### config.mk
export PLATFORM = sky130hd
export DESIGN_NAME = serial_add_ctrl
export DESIGN_NICKNAME = d
export VERILOG_FILES = /design/src/rtl/serial_add_pkg.sv /design/src/rtl/slice_adder.sv /design/src/rtl/serial_add_ctrl.sv
export SDC_FILE = /design/constraint.sdc
export NUM_CORES = 1
export LEC_CHECK = 0
export CAP_MARGIN = 5
export CORE_UTILIZATION = 56
export CTS_BUF_LIST = sky130_fd_sc_hd__clkbuf_4
export DETAILED_ROUTE_END_ITERATION = 8
export HOLD_SLACK_MARGIN = 0.06
export PLACE_DENSITY_LB_ADDON = 0.1
export SKIP_CTS_REPAIR_TIMING = 1
export SYNTH_ARGS = -nofsm -noshare
export SYNTH_HDL_FRONTEND = slang
export SYNTH_SLANG_ARGS = --single-unit
### constraint.sdc
create_clock -name clk -period 8.8 [get_ports clk]
set_input_delay 1.32 -clock clk [delete_from_list [all_inputs] [get_ports clk]]
set_output_delay 1.32 -clock clk [all_outputs]
set_load 0.1 [all_outputs]
### src/rtl/serial_add_pkg.sv
// Shared types and sizing helpers for the slice-serial adder.
// Latency: n/a (package only).
// Backpressure: n/a (package only).
//
// Contents: controller state enum and helpers that derive the slice count
// and slice-index counter width from WIDTH/SLICE.
package serial_add_pkg;

    typedef enum logic [1:0] {
        IDLE = 2'd0,
        RUN  = 2'd1,
        DONE = 2'd2
    } state_t;

    // Number of slices needed to cover the full operand width.
    function automatic int calc_nslices(input int width, input int slice);
        return width / slice;
    endfunction

    // Slice index counter width: ceil(log2(n)), never narrower than 1 bit.
    function automatic int calc_idx_w(input int n);
        return (n <= 1) ? 1 : $clog2(n);
    endfunction

endpackage

### src/rtl/slice_adder.sv
// Narrow ripple-carry adder slice shared by the serial add controller.
// Latency: purely combinational, zero cycles.
// Backpressure: none; output follows inputs.
//
// Ports:
//   cin  - carry into bit 0
//   a, b - SLICE-bit addends
//   s    - SLICE-bit sum
//   cout - carry out of the top bit
module slice_adder #(
    parameter int SLICE = 4
) (
    input  logic             cin,
    input  logic [SLICE-1:0] a,
    input  logic [SLICE-1:0] b,
    output logic [SLICE-1:0] s,
    output logic             cout
);

    // c[i] is the carry into bit i; c[SLICE] leaves the slice.
    logic [SLICE:0] c;

    assign c[0] = cin;

    for (genvar i = 0; i < SLICE; i++) begin : g_fa
        // One full-adder cell per bit.
        assign s[i]   = a[i] ^ b[i] ^ c[i];
        assign c[i+1] = (a[i] & b[i]) | (a[i] & c[i]) | (b[i] & c[i]);
    end

    assign cout = c[SLICE];

endmodule

### src/rtl/serial_add_ctrl.sv
// Adds two WIDTH-bit operands one SLICE-bit slice per clock, LSB slice first.
// Latency: out_valid rises WIDTH/SLICE edges after the accepting edge.
// Backpressure: result held in DONE until out_ready; in_ready low outside IDLE.
//
// Ports:
//   clk, rst            - clock (rising edge), async active-high reset
//   in_valid/in_ready   - operand handshake; a, b, cin sampled on accept
//   sub                 - subtract select, present only with SERIAL_ADD_CTRL_SUB_EN
//   out_valid/out_ready - result handshake; sum, cout stable while out_valid
//   busy                - high while an operation is in RUN or DONE
//
// Optional feature macro: SERIAL_ADD_CTRL_SUB_EN (adds the sub port; when
// sub=1 the result is a - b with cout=1 meaning no borrow).
module serial_add_ctrl
    import serial_add_pkg::*;
#(
    parameter int WIDTH = 16,
    parameter int SLICE = 4
) (
    input  logic             clk,
    input  logic             rst,
    input  logic             in_valid,
    output logic             in_ready,
    input  logic [WIDTH-1:0] a,
    input  logic [WIDTH-1:0] b,
    input  logic             cin,
`ifdef SERIAL_ADD_CTRL_SUB_EN
    input  logic             sub,
`endif
    output logic             out_valid,
    input  logic             out_ready,
    output logic [WIDTH-1:0] sum,
    output logic             cout,
    output logic             busy
);

    localparam int NSLICES = calc_nslices(WIDTH, SLICE);
    localparam int IDXW    = calc_idx_w(NSLICES);
    localparam logic [IDXW-1:0] LAST_K = IDXW'(NSLICES - 1);

    state_t             state_q, state_d;
    logic [IDXW-1:0]    k_q, k_d;
    logic [WIDTH-1:0]   a_q, a_d;
    logic [WIDTH-1:0]   b_q, b_d;
    logic               carry_q, carry_d;
    logic [WIDTH-1:0]   sum_q, sum_d;
    logic               cout_q, cout_d;

    logic [SLICE-1:0]   slc_a, slc_b, slc_s;
    logic               slc_co;

    // Effective B and carry-in at accept time; subtraction is a + ~b + 1.
    logic [WIDTH-1:0]   b_in;
    logic               carry_in;

`ifdef SERIAL_ADD_CTRL_SUB_EN
    assign b_in     = sub ? ~b : b;
    assign carry_in = sub ? 1'b1 : cin;
`else
    assign b_in     = b;
    assign carry_in = cin;
`endif

    assign slc_a = a_q[k_q*SLICE +: SLICE];
    assign slc_b = b_q[k_q*SLICE +: SLICE];

    slice_adder #(
        .SLICE (SLICE)
    ) u_slice (
        .cin  (carry_q),
        .a    (slc_a),
        .b    (slc_b),
        .s    (slc_s),
        .cout (slc_co)
    );

    always_comb begin
        state_d = state_q;
        k_d     = k_q;
        a_d     = a_q;
        b_d     = b_q;
        carry_d = carry_q;
        sum_d   = sum_q;
        cout_d  = cout_q;

        case (state_q)
            IDLE: begin
                if (in_valid) begin
                    a_d     = a;
                    b_d     = b_in;
                    carry_d = carry_in;
                    k_d     = '0;
                    state_d = RUN;
                end
            end
            RUN: begin
                sum_d[k_q*SLICE +: SLICE] = slc_s;
                carry_d = slc_co;
                if (k_q == LAST_K) begin
                    cout_d  = slc_co;
                    k_d     = '0;
                    state_d = DONE;
                end else begin
                    k_d = k_q + IDXW'(1);
                end
            end
            DONE: begin
                // sum/cout stay put after the handshake until the next run.
                if (out_ready) begin
                    state_d = IDLE;
                end
            end
            default: begin
                state_d = IDLE;
            end
        endcase
    end

    always_ff @(posedge clk or posedge rst) begin
        if (rst) begin
            state_q <= IDLE;
            k_q     <= '0;
            a_q     <= '0;
            b_q     <= '0;
            carry_q <= 1'b0;
            sum_q   <= '0;
            cout_q  <= 1'b0;
        end else begin
            state_q <= state_d;
            k_q     <= k_d;
            a_q     <= a_d;
            b_q     <= b_d;
            carry_q <= carry_d;
            sum_q   <= sum_d;
            cout_q  <= cout_d;
        end
    end

    assign in_ready  = (state_q == IDLE);
    assign out_valid = (state_q == DONE);
    assign busy      = (state_q != IDLE);
    assign sum       = sum_q;
    assign cout      = cout_q;

endmodule
==> impl_metrics.py, run 1 <==
metrics = {
    "synthesis": {
        "syn_avg_cell_area_um2": 14.66,
        "synth_edf_count": 0,
        "synthCells": 181,
        "synth_commonest_cells": "54 x dfrtp_1, 39 x mux2_2, 12 x inv_1",
        "yosys.area.top_type": "dfrtp_1",
        "synth_seq_area_share_pct": 50.92,
        "netlist_top_cells_area": "dfrtp_1 51%, mux2_2 17%, mux4_2 6.8%",
        "ys_ff_latch": 54,
        "syn_nets": 228,
        "ys_types": 31,
        "yosysMostFrequentCell": "dfrtp_1",
        "synth_ff_type": "dfrtp_1",
        "syn-cell-area_um2": 2654,
        "async_flop_share_pct": 100.0,
        "yosysWarnings": 0,
        "synth_top_area_share_pct": 50.92,
    },
    "floorplanning": {
        "start_util_pct": 59.71,
        "die_x_um": 70.84,
        "die_area_um2": 5018,
        "pin_count": 57,
        "core_area_um2": 4444,
        "die_y_um": 70.84,
        "rows": 24,
    },
    "worst_setup_path": {
        "reg2reg_depth": 9,
        "slowest_stage": "clkdlybuf4s50_1",
        "worstPathCellList": "or2_2 > inv_1 > clkdlybuf4s50_1",
        "path_max_fanout": 15,
        "r2r_slack_ns": 5.18,
        "max_stage_delay_ns": 1.12,
        "critical_path_class": "flip-flop to output port",
        "critPathLaunchType": "flip-flop",
        "required_ns": 7.48,
        "critPathArrivalTime_ns": 2.48,
        "critPathCaptureType": "output port",
    },
    "placed_design": {
        "dp_hpwl_um": 3658,
        "dpl.cell_count": 280,
        "routabilityCongestion": 0.7899,
        "io_buffers": 56,
    },
    "cts": {
        "htreeDepth": 2,
        "cts-root-buf": "clkbuf_4",
        "clock_latency_ns": 0.38,
        "cts_buffer_depth": 2,
        "cts.sinks": 54,
        "cts_made_buffers": 5,
        "path_clk_slew_ns": 0.15,
        "cts_tree": "done",
    },
    "sta": {
        "finalHoldViolCount": 0,
        "slew_headroom_pct": 26.16,
        "fin_crit_sh_pct": 43.23,
        "period_minus_slack_ns": 3.804,
        "worstMarginPinSlew_ns": 1.108,
        "rsz0062_at_grt": "no",
        "fmax_ghz": 0.2629,
        "setup-tns-final_ns": 0,
        "clock_skew_ns": 0.01062,
        "finalMaxSlewViolations": 0,
        "setup_viol": 0,
    },
    "grt": {
        "grt_max_degree": 55,
        "grt_pass1_vias": 1770,
        "grt_pass1_wl_um": 8397,
        "gr-usage-all-layers_pct": 21.95,
        "grt_antenna_before_repair": 0,
        "grt.overflow.total": 0,
    },
    "routing": {
        "drt_iter0_drc": 63,
        "wl_per_cell_um": 17.25,
        "wl_um": 4967,
        "ant_nets": 0,
        "vias": 1650,
        "dr.pass1.iters": 6,
        "drc": 0,
        "vias_per_cell": 5.729,
    },
    "layout": {
        "syn_to_final_growth_pct": 24.00,
        "drive_gt1_share_pct": 25.85,
        "fin_cells": 288,
        "num-nets-final": 282,
        "antennaDiodeCount": 0,
    },
    "flow_run": {
        "drv_cap": 0,
    },
    "hold_path": {
        "hp-class": "flip-flop to flip-flop",
        "hold_path_depth": 1,
    },
    "status": {
        "status": "completed",
    },
}
path summary, 6_finish.rpt:
kind,from,endpoint
setup / recovery,state_q[0],in_ready
hold / removal,a_q[10],a_q[10]
setup reg to reg,k_q[0],sum[3]
hold reg to reg,a_q[10],a_q[10]
max in group asynchronous,rst,state_q[1]
min in group asynchronous,rst,b_q[9]
worst max-delay path, delay by kind of cell, from the launching register on:
| kind | cells | cell delay, ns |
|---|---|---|
| and+or+nand+nor | 1 | 0.36 |
| DFF | 1 | 0.57 |
| buffers and inverters | 2 | 1.17 |
stage by stage:
| stage | hold slack, ns | area (um^2) | utilization (%) | worst slack, ns |
|---|---|---|---|---|
| global placement | 0.4656 | 3213 | 72.30 | 5.278 |
| floorplan | 0.4524 | 2654 | - | 5.690 |
| CTS | 0.5102 | 3291 | 74.04 | 4.993 |
| global route | 0.5429 | 3291 | 74.04 | 4.881 |
| detailed placement | 0.4788 | 3213 | 72.30 | 5.184 |
| finish | 0.5084 | 3291 | 74.04 | 4.996 |
layout by cell type (no fill, tap or decap), types with 2 or more instances in the layout:
cell type,count
clkbuf_4,5
a32o_1,7
and2_1,3
inv_1,11
mux2_2,39
nor2b_1,4
dfrtp_1,54
nand3b_1,4
nor4b_1,3
and4b_1,3
clkdlybuf4s50_1,56
nor3b_2,2
mux4_2,8
fa_1,4
nor2_1,2
nand2b_1,2
nor4bb_1,4
a22o_1,3
clkinv_2,2
ha_1,6
mux2_1,2
registers in the layout, summed over array words and instances (netlist names):
| register | flops |
|---|---|
| cout | 1 |
| k_q | 2 |
| a_q | 16 |
| b_q | 16 |
| sum | 16 |
| state_q | 2 |
| carry_q | 1 |
final cells by class:
class	count	area, um^2
fillers	298	1154
clock inverters	3	40.04
repair buffers	57	568.0
multi-input cells	105	1184
well taps	52	65.06
flip-flops and latches	54	1351
clock buffers	5	37.54
inverters	12	45.04
cell families (layout without fill, tap and decap cells):
logic type | Yosys count | count (layout) | share of synthesized area (%)
AOI/OAI and AO/OA | 14 | 14 | 4.621
adders and majority gates | 10 | 10 | 5.846
buffers and inverters | 22 | 77 | 4.478
DFF | 54 | 54 | 50.92
muxes | 49 | 49 | 24.19
and+or+nand+nor | 32 | 32 | 9.949
per-layer routing:
metal	up-vias	global-route usage [%]	wire [um]
li1	772	-	-
met1	826	26.72	2063
met2	46	39.74	2662
met3	6	4.986	187
met4	0	5.333	54
met5	-	0	0
Power of run 1 is not shown: default switching activity piles up to over one toggle a cycle in this logic, so the estimate is an artifact.
==> run 2, diff against run 1 <==
Settings changed: CORE_UTILIZATION 56 to 47.
Clock period 8.8 ns to 3.15 ns, I/O delays scaled along.
==> impl_metrics.py, run 2 (synthesized netlist as in run 1, its figures left out) <==
metrics = {
    "worst_setup_path": {
        "critPathCaptureType": "flip-flop",
        "required_ns": 3.47,
        "r2r_slack_ns": 0.19,
        "r2r_end": "sum[3]",
        "endpoint": "sum[3]",
        "critPathLaunchType": "flip-flop",
        "timing.rr.start": "k_q[0]",
        "critPathArrivalTime_ns": 3.29,
        "critical_path_class": "flip-flop to flip-flop",
        "startpoint": "k_q[0]",
        "reg2reg_depth": 9,
        "path_max_fanout": 6,
    },
    "cts": {
        "path_clk_slew_ns": 0.14,
        "cts_tree": "done",
        "clock_latency_ns": 0.37,
        "cts-root-buf": "clkbuf_4",
        "htreeDepth": 2,
        "cts.sinks": 54,
        "cts_made_buffers": 5,
        "cts_buffer_depth": 2,
    },
    "routing": {
        "dr.pass1.iters": 4,
        "wl_per_cell_um": 17.13,
        "vias": 1694,
        "ant_nets": 0,
        "drt_iter0_drc": 79,
        "dr_wl_met2_um": 2749,
        "drc": 0,
        "top_layer": "met4",
        "wl_um": 5343,
        "wl_met1_um": 2279,
        "wl_met3_um": 201,
        "vias_per_cell": 5.429,
    },
    "layout": {
        "num-nets-final": 288,
        "final_cell_mix": "53 x dfrtp_1, 39 x mux2_2, 36 x clkdlybuf4s50_1, 27 x buf_4, 11 x inv_1",
        "final_util_pct": 62.35,
        "final_common_cell": "dfrtp_1",
        "syn_to_final_growth_pct": 23.81,
        "antennaDiodeCount": 0,
        "drive_gt1_share_pct": 35.95,
    },
    "floorplanning": {
        "start_util_pct": 50.36,
        "core_area_um2": 5270,
        "rows": 26,
        "die_area_um2": 5951,
        "die_y_um": 77.14,
        "die_x_um": 77.14,
        "pin_count": 57,
    },
    "sta": {
        "setup_viol": 0,
        "finalMaxSlewViolations": 0,
        "rsz0062_at_grt": "no",
        "finalHoldViolCount": 0,
        "period_minus_slack_ns": 2.961,
        "slew_headroom_pct": 66.58,
        "fin_crit_sh_pct": 93.99,
        "clock_skew_ns": 0.008880,
        "fmax_ghz": 0.3378,
        "setup-tns-final_ns": 0,
        "worstMarginPinSlew_ns": 0.5013,
    },
    "flow_run": {
        "drv_cap": 0,
    },
    "grt": {
        "grt_pass1_wl_um": 8956,
        "grt_max_degree": 35,
        "gr-usage-all-layers_pct": 19.64,
        "grt_antenna_before_repair": 0,
        "grt_pass1_vias": 1787,
        "grt.overflow.total": 0,
    },
    "placed_design": {
        "routabilityCongestion": 0.8300,
        "io_buffers": 56,
        "dp_hpwl_um": 4045,
    },
    "hold_path": {
        "hp-class": "input pin to asynchronous set/reset pin",
    },
    "status": {
        "status": "completed",
    },
}
## run 2: cell types whose count changed in the layout (fill, tap and decap cells not counted)
| cell | previous run | this run |
|---|---|---|
| clkinv_1 | 0 | 1 |
| clkbuf_4 | 5 | 6 |
| clkinv_2 | 2 | 1 |
| dfrtp_1 | 54 | 53 |
| clkdlybuf4s50_1 | 56 | 36 |
| buf_4 | 1 | 27 |
| dfrtp_2 | 0 | 1 |
| bufinv_16 | 1 | 0 |
## run 2: how the worst min path moves through the flow
stage,startpoint,to,slack (ns),cells after the start
2_1_floorplan,a_q[10],a_q[10],0.45,1
3_3_place_gp,a_q[10],a_q[10],0.46,1
3_5_place_dp,a_q[10],a_q[10],0.48,1
4_1_cts,rst,b_q[7],0.42,2
5_1_grt,rst,b_q[8],0.44,2
6_report,rst,b_q[8],0.41,2
## run 2: layer usage
layer  up-vias  global-route usage [%]
li1        779                       -
met3         9                   4.524
met2        47                   34.16
met5         -                       0
met1       859                   23.86
met4         0                   6.604
## run 2: cell type report
type | count | area (um^2)
Clock buffer | 6 | 45.04
Clock inverter | 2 | 8.758
Fill cell | 427 | 1984
Inverter | 12 | 45.04
Multi-Input combinational cell | 105 | 1184
Sequential cell | 54 | 1353
Tap cell | 70 | 87.58
Timing Repair Buffer | 63 | 563.0
## run 2: per-stage QoR
stage / cell area, um^2 / worst slack (ns) / std cells / hold WS, ns
6_report: 3286 / 0.1892 / 312 / 0.4117
3_3_place_gp: 3216 / 0.2064 / 302 / 0.4639
2_1_floorplan: 2654 / 0.1738 / 181 / 0.4524
5_1_grt: 3286 / 0.03690 / 312 / 0.4407
3_5_place_dp: 3216 / 0.1089 / 302 / 0.4798
4_1_cts: 3269 / 0.07581 / 310 / 0.4181
## run 2: critical path, stage by stage, from the launching register on
cell	delay [ns]
dfrtp_2	0.46
mux4_2	0.54
fa_1	0.41
inv_1	0.08
fa_1	0.17
fa_1	0.16
inv_1	0.05
fa_1	0.55
nor4bb_1	0.31
mux2_2	0.20
Power of run 2 is left out for the same reason.
==> patch: new RTL, settings of run 1 <==
`k_q`, `a_q`, `b_q` and `sum_q` no longer have a reset.
--- a/src/rtl/serial_add_ctrl.sv
+++ b/src/rtl/serial_add_ctrl.sv
@@ -119,21 +119,20 @@
     always_ff @(posedge clk or posedge rst) begin
         if (rst) begin
             state_q <= IDLE;
-            k_q     <= '0;
-            a_q     <= '0;
-            b_q     <= '0;
             carry_q <= 1'b0;
-            sum_q   <= '0;
             cout_q  <= 1'b0;
         end else begin
             state_q <= state_d;
-            k_q     <= k_d;
-            a_q     <= a_d;
-            b_q     <= b_d;
             carry_q <= carry_d;
-            sum_q   <= sum_d;
             cout_q  <= cout_d;
         end
+    end
+
+    always_ff @(posedge clk) begin
+        k_q   <= k_d;
+        a_q   <= a_d;
+        b_q   <= b_d;
+        sum_q <= sum_d;
     end
 
     assign in_ready  = (state_q == IDLE);
Formal check against the unedited RTL: differs if rst is asserted again (counterexample within 4 cycles, from zero or initial values and one cycle with rst high); with rst held inactive, the same outputs for 10 cycles.
==> patch against run 1 <==
- setup slack improved by 0.25 ns
- design area decreased by 11%
- highest routed layer unchanged
- critical endpoint is now out_valid
- sequential cell count unchanged
- critical path type unchanged
- cell count decreased by 16%
- area after synthesis decreased by 15%
- non-clock buffer count unchanged
- wire length decreased by 29%
Power is not shown: default switching activity piles up to over one toggle a cycle in this logic, so the estimate is an artifact.
==> patch: results (changes against run 1) <==
| Metric | Value |
|---|---|
| CTS clk-pin slew, worst paths | 0.14 ns |
| Inst Count DP | 233 (was 280) |
| Setup Skew | 0.0120 ns (was 0.0106 ns) |
| Worst-Skew Late Latency | ~0.37 ns |
| DR WL/cell | 14.6 um (was 17.2 um) |
| RePlAce Congestion | 0.851 (was 0.790) |
| N_diodes | 0 (unchanged) |
| CTS max path bufs | 2 (unchanged) |
| Final Slew Violations | 0 (unchanged) |
| CTS Root Cell | clkbuf_4 (unchanged) |
| Mean Syn Cell Area | 17.2 sq um (was 14.7 sq um) |
| Syn. warnings | 0 (unchanged) |
| Fraction of layout cells with a size suffix above 1 | 6.22% (was 25.8%) |
| Hold WC Path Type | register to register (unchanged) |
| Initial antenna violation count | 0 (unchanged) |
| Outcome | completed (unchanged) |
| Iter 0 DRT Violations | 122 (was 63) |
| Largest net degree at the start of global routing | 33 (was 55) |
| Global-route wire length before repair | 5830 um (was 8400 um) |
| Total track usage | 19.4% (was 22.0%) |
| Most used DFF post-synth | edfxtp_1 (was dfrtp_1) |
| Worst Path Arrival | 2.23 ns (was 2.48 ns) |
| Post-synth EDFFs | 50 (was 0) |
| Dpl hpwl | 2730 um (was 3660 um) |
| CTS Buf Count | 5 (unchanged) |
| Slew headroom | 35.1% (was 26.2%) |
| Synth async-reset ratio | 7.41% (was 100%) |
| 1st-pass router iterations | 4 (was 6) |
| Vias per cell | 5.20 (was 5.73) |
| List of most frequent post-synthesis cells | edfxtp_1 (50), nor2_1 (13), inv_1 (12) (was dfrtp_1 (54), mux2_2 (39), inv_1 (12)) |
| H-tree depth | 2 (unchanged) |
| Layout fillers | 208 (was 298) |
| Unique masters post-synth | 24 (was 31) |
| Fin nets | 239 (was 282) |
| Via count | 1,254 (was 1,650) |
| Critical-path maximum fanout | 6 (was 15) |
| Post-Syn Nets | 178 (was 228) |
| Seq/Total Area, Yosys | 71.0% (was 50.9%) |
| Port-buffer cells | 56 (unchanged) |
| Synth top area cells | edfxtp_1 (67%), mux4_1 (4.7%), dfrtp_1 (4.4%) (was dfrtp_1 (51%), mux2_2 (17%), mux4_2 (6.8%)) |
## patch: changes by cell type after synthesis, sizes merged, moves of 5 or more
cell and delta:
a32o -7, buf -8, dfrtp -50, edfxtp +50, mux2 -40, nand2 +5, nor2 +11, nor3 +6
## patch: routing by layer
metal  vias to the layer above  wire [um]  global-route usage (%)
li1                        600          -                       -
met1                       587       1280                    20.5
met2                        57       1950                    35.4
met3                        10        193                    4.86
met4                         0         94                    9.51
met5                         -          0                       0
## patch: final timing paths
path / startpoint / to / slack, ns / cells past startpoint
max: state_q[0] / out_valid / 5.25 / 3
min: cout / cout / 0.53 / 1
max reg2reg: k_q[0] / sum[11] / 5.65 / 9
min reg2reg: cout / cout / 0.53 / 1
max in group asynchronous: rst / state_q[1] / 7.50 / 2
min in group asynchronous: rst / carry_q / 1.13 / 2
## patch: cells by family (layout without fill, tap and decap cells)
family                   after synthesis  count (layout)  synth area share [%]
AO/OA/AOI/OAI                          3               3                 0.776
adder cells (fa/ha/maj)               10              10                  6.88
buffers and inverters                 15              77                  2.83
flip-flops                            54              54                  71.0
multiplexers                          10              10                  9.60
AND/OR/NAND/NOR                       39              39                  8.93
## patch: cell type report
type                            count  share of cell area (%)
Sequential cell                    54                    55.0
Multi-Input combinational cell     62                    20.3
Timing Repair Buffer               57                    19.5
Tap cell                           48                    2.06
Inverter                           12                    1.55
Clock buffer                        5                    1.29
Clock inverter                      3                   0.386
## patch: per-stage QoR
stage,area (sq um),worst slack (ns)
3_3_place_gp,2870,5.68
6_report,2910,5.25
2_1_floorplan,2260,4.81
4_1_cts,2910,5.24
5_1_grt,2910,5.15
3_5_place_dp,2870,5.60
## patch: worst max-delay path, stage by stage, from the launching register on
cell and delay [ns]:
dfrtp_1 0.46, nand2b_1 0.20, inv_1 0.08, clkdlybuf4s50_1 1.13
